File: src/rtl/lwsw_chk_pkg.sv
// Shared constants for the load/store trace checker: FSM states, trace kinds, error causes.
// Latency: n/a (declarations only).
// Backpressure: n/a (declarations only).
package lwsw_chk_pkg;

  // Checker FSM state encoding
  typedef logic [1:0] state_t;
  localparam state_t ST_HOLD = 2'd0;
  localparam state_t ST_RUN  = 2'd1;
  localparam state_t ST_PASS = 2'd2;
  localparam state_t ST_FAIL = 2'd3;

  // Expected-trace entry kinds; the reserved code terminates the trace like END
  localparam logic [1:0] KIND_END   = 2'b00;
  localparam logic [1:0] KIND_LOAD  = 2'b01;
  localparam logic [1:0] KIND_STORE = 2'b10;
  localparam logic [1:0] KIND_RSVD  = 2'b11;

  // Cause of the first error
  localparam logic [2:0] ERR_NONE    = 3'd0;
  localparam logic [2:0] ERR_KIND    = 3'd1;
  localparam logic [2:0] ERR_ADDR    = 3'd2;
  localparam logic [2:0] ERR_DATA    = 3'd3;
  localparam logic [2:0] ERR_EXTRA   = 3'd4;
  localparam logic [2:0] ERR_TIMEOUT = 3'd5;
  localparam logic [2:0] ERR_BOTH    = 3'd6;

  // True when the trace entry marks the end of the expected sequence
  function automatic logic kind_is_end(input logic [1:0] kind);
    return (kind == KIND_END) || (kind == KIND_RSVD);
  endfunction

endpackage

File: src/rtl/lwsw_event_cmp.sv
// Compares one snooped data-memory access against the current expected trace entry.
// Latency: purely combinational, result valid in the same cycle as the strobes.
// Backpressure: none; passive observer of the memory bus.
module lwsw_event_cmp
  import lwsw_chk_pkg::*;
#(
  parameter int ADDR_W = 32,
  parameter int DATA_W = 32
) (
  input  logic              we_i,
  input  logic              re_i,
  input  logic [ADDR_W-1:0] addr_i,
  input  logic [DATA_W-1:0] wdata_i,
  input  logic [DATA_W-1:0] rdata_i,
  input  logic [1:0]        kind_i,
  input  logic [ADDR_W-1:0] exp_addr_i,
  input  logic [DATA_W-1:0] exp_data_i,
  output logic              ok_o,
  output logic [2:0]        code_o
);

  // Priority-ordered classification: the first failing rule determines the cause
  always_comb begin
    code_o = ERR_NONE;
    if (we_i && re_i) begin
      code_o = ERR_BOTH;
    end else if (we_i || re_i) begin
      if (kind_is_end(kind_i)) begin
        code_o = ERR_EXTRA;
      end else if ((we_i && (kind_i != KIND_STORE)) || (re_i && (kind_i != KIND_LOAD))) begin
        code_o = ERR_KIND;
      end else if (addr_i != exp_addr_i) begin
        code_o = ERR_ADDR;
      end else if (we_i ? (wdata_i != exp_data_i) : (rdata_i != exp_data_i)) begin
        code_o = ERR_DATA;
      end
    end
  end

  assign ok_o = (code_o == ERR_NONE);

endmodule

File: config.mk
export PLATFORM = sky130hd
export DESIGN_NAME = lwsw_event_cmp
export DESIGN_NICKNAME = d
export VERILOG_FILES = /design/src/rtl/lwsw_chk_pkg.sv /design/src/rtl/lwsw_event_cmp.sv
export SDC_FILE = /design/constraint.sdc
export NUM_CORES = 1
export LEC_CHECK = 0
export ABC_AREA = 1
export BUFFER_PORTS_ARGS = -buffer_cell sky130_fd_sc_hd__buf_2
export CORE_UTILIZATION = 38
export DETAILED_ROUTE_END_ITERATION = 7
export GPL_TIMING_DRIVEN = 0
export PLACE_DENSITY_LB_ADDON = 0.25
export SLEW_MARGIN = 20
export SYNTH_ARGS = -nofsm -noshare
export SYNTH_HDL_FRONTEND = slang
export SYNTH_SLANG_ARGS = --single-unit
export TNS_END_PERCENT = 100
File: constraint.sdc
create_clock -name vclk -period 1.7
set_clock_uncertainty 0.15 [all_clocks]
set_input_delay 0.085 -clock vclk [all_inputs]
set_output_delay 0.085 -clock vclk [all_outputs]
set_load 0.05 [all_outputs]
==> reports/metrics.cfg <==
[worst_setup_path]
critPathArrivalTime_ps = 1500
required_ps = 1460
critPathMaxFanout = 7
startpoint = we_i
critPathCaptureType = primary output
critPathKind = in2out
start_kind = input port

[sta]
finalWorstSetupSlack_ps = -37.36
timing.final.crit_share = 1.022
relSlewSlack = 0.8313
finalCriticalPeriod_ps = 1737
hold_violations = 0
tns_ps = -37.36
finalSetupViolations = 1
drv_slew = 0
max_freq_ghz = 0.5756
worst-slew-pin-transition_ps = 254.7
rsz0062_at_grt = true

[worst_hold_path]
hold_class = in2out
worstHoldStart = re_i

[cells_and_area]
area_growth_pct = 72.11
fin_util = 0.6926
clkbuf_count = 0
final_cell_mix = buf_2 (164), nand2_1 (155), inv_1 (40)
fin_nets = 677
layoutNonFillerInstCount = 559
drive_gt1_frac = 0.4224
seq_area_um2 = 0
insertedDiodeCount = 0
seq_cell_count = 0
layout_commonest_cell = buf_2

[drt]
drt_iter0_markers = 62
ant_nets = 0
viasPerCell = 4.605
vias = 2574
wl_per_cell_um = 10.18
wirelength_mm = 5.692
first_pass_iters = 4
drcViolationCount = 0

[place]
pre_cts_ws_ps = -241.2
dp.cells = 553
dp_hpwl_mm = 4.660
gp_congestion = 0.8287
port_buffers = 167

[pwr]
ir_worst_vdd_mv = 0.1134
power.leakage_uw = 0.001734
p_per_area_nw_per_um2 = 248.0

[floorplanning]
coreArea_um2 = 4058
die_y_um = 67.55
die_x_um = 67.55
rows = 23
start_util = 0.4024
pin_count = 168
die_area_um2 = 4563

[yosys]
ys_types = 20
yosysSeqAreaShare = 0
synth.net_count = 502
synth_area_per_cell_um2 = 4.860
netlist_instances = 336
yosys_warnings = 0
synth_area_leaders = nand2_1 (40%), xnor2_1 (16%), nand3b_1 (10%), inv_1 (9.2%), nor2_1 (4.8%)
yosysTopAreaCellShare = 0.4023
synth_area_um2 = 1633
yosysTopAreaCell = nand2_1

[global_routing]
antenna_found_initial = 0
grt_pass1_wl_mm = 8.224
grt_max_degree = 11
grt_remaining_overflow = 0
grt_pass1_vias = 2126
grtUsageTotal = 0.2252

[job]
maxCapViolCount = 0

[status]
violations = setup timing
status = finished with violations

[clock_network]
cts_hold_buf = 0

## routing by layer
metal	track usage	wire, µm	vias up
met2	0.4740	3188	104
met3	0.01182	401	12
met1	0.2371	2011	1088
met5	0	0	-
met4	0.04255	89	0
li1	-	-	1370
## through the flow
step | area [µm²] | hold WS (ps) | power (µW)
3_5_place_dp | 2554 | 527.6 | 619.8
2_1_floorplan | 1655 | 279.6 | 360.3
5_1_grt | 2810 | 520.5 | 780.9
3_3_place_gp | 2554 | 506.5 | 603.9
4_1_cts | 2638 | 483.9 | 652.4
6_report | 2810 | 468.5 | 697.0
## power by group
part           total, µW  switching, µW  internal (µW)
logic                697            332            365
clock network          0              0              0
registers              0              0              0
total                697            332            365
## layout make-up
type / count / area (µm²)
Buffer: 7 / 107.6
Fill cell: 407 / 1247
Inverter: 42 / 173.9
Multi-Input combinational cell: 287 / 1486
Tap cell: 50 / 62.56
Timing Repair Buffer: 173 / 979.7
## kinds of logic (layout without fill, tap and decap cells)
group | Yosys count | in the layout | share of synthesized area
AND/OR/NAND/NOR | 250 | 250 | 0.6613
adder cells (fa/ha/maj) | 2 | 2 | 0.01532
AO/OA/AOI/OAI | 5 | 5 | 0.01916
XOR/XNOR | 30 | 30 | 0.1609
buffers and inverters | 49 | 222 | 0.1433
## cell usage after synthesis, drive strengths merged
cell type and count:
buf 7, o22ai 1, nand3b 22, nor3 2
nand3 15, a21oi 2, nand4 7, ha 2
xnor2 30, nor2 22, inv 42, nand2 182
a21o 1, o21bai 1
## critical path, stage by stage
cell and delay [ps]:
buf_12 120, inv_16 80, clkbuf_16 140, nand2_2 50, nand2_1 50, nand2_1 50
nand2_1 60, nand2_1 50, nor2_1 100, nand2_1 80, nor2_2 130, nand3_1 100
nand2_2 90, nand2_2 60, nor2_4 90, buf_8 150
## timing repair
action / 4_1_cts / 5_1_grt
resized for setup: 16 / 30
setup endpoints to repair: 3 / 3
buffers inserted: 1 / 1
gates cloned: 1 / 3
pin swaps: 5 / 7
## worst paths after layout
kind	endpoint	slack [ps]	cells after the start
worst min-delay path	code_o[1]	470	4
worst max-delay path	ok_o	-40	16
Power figures use the tool's default switching activity.
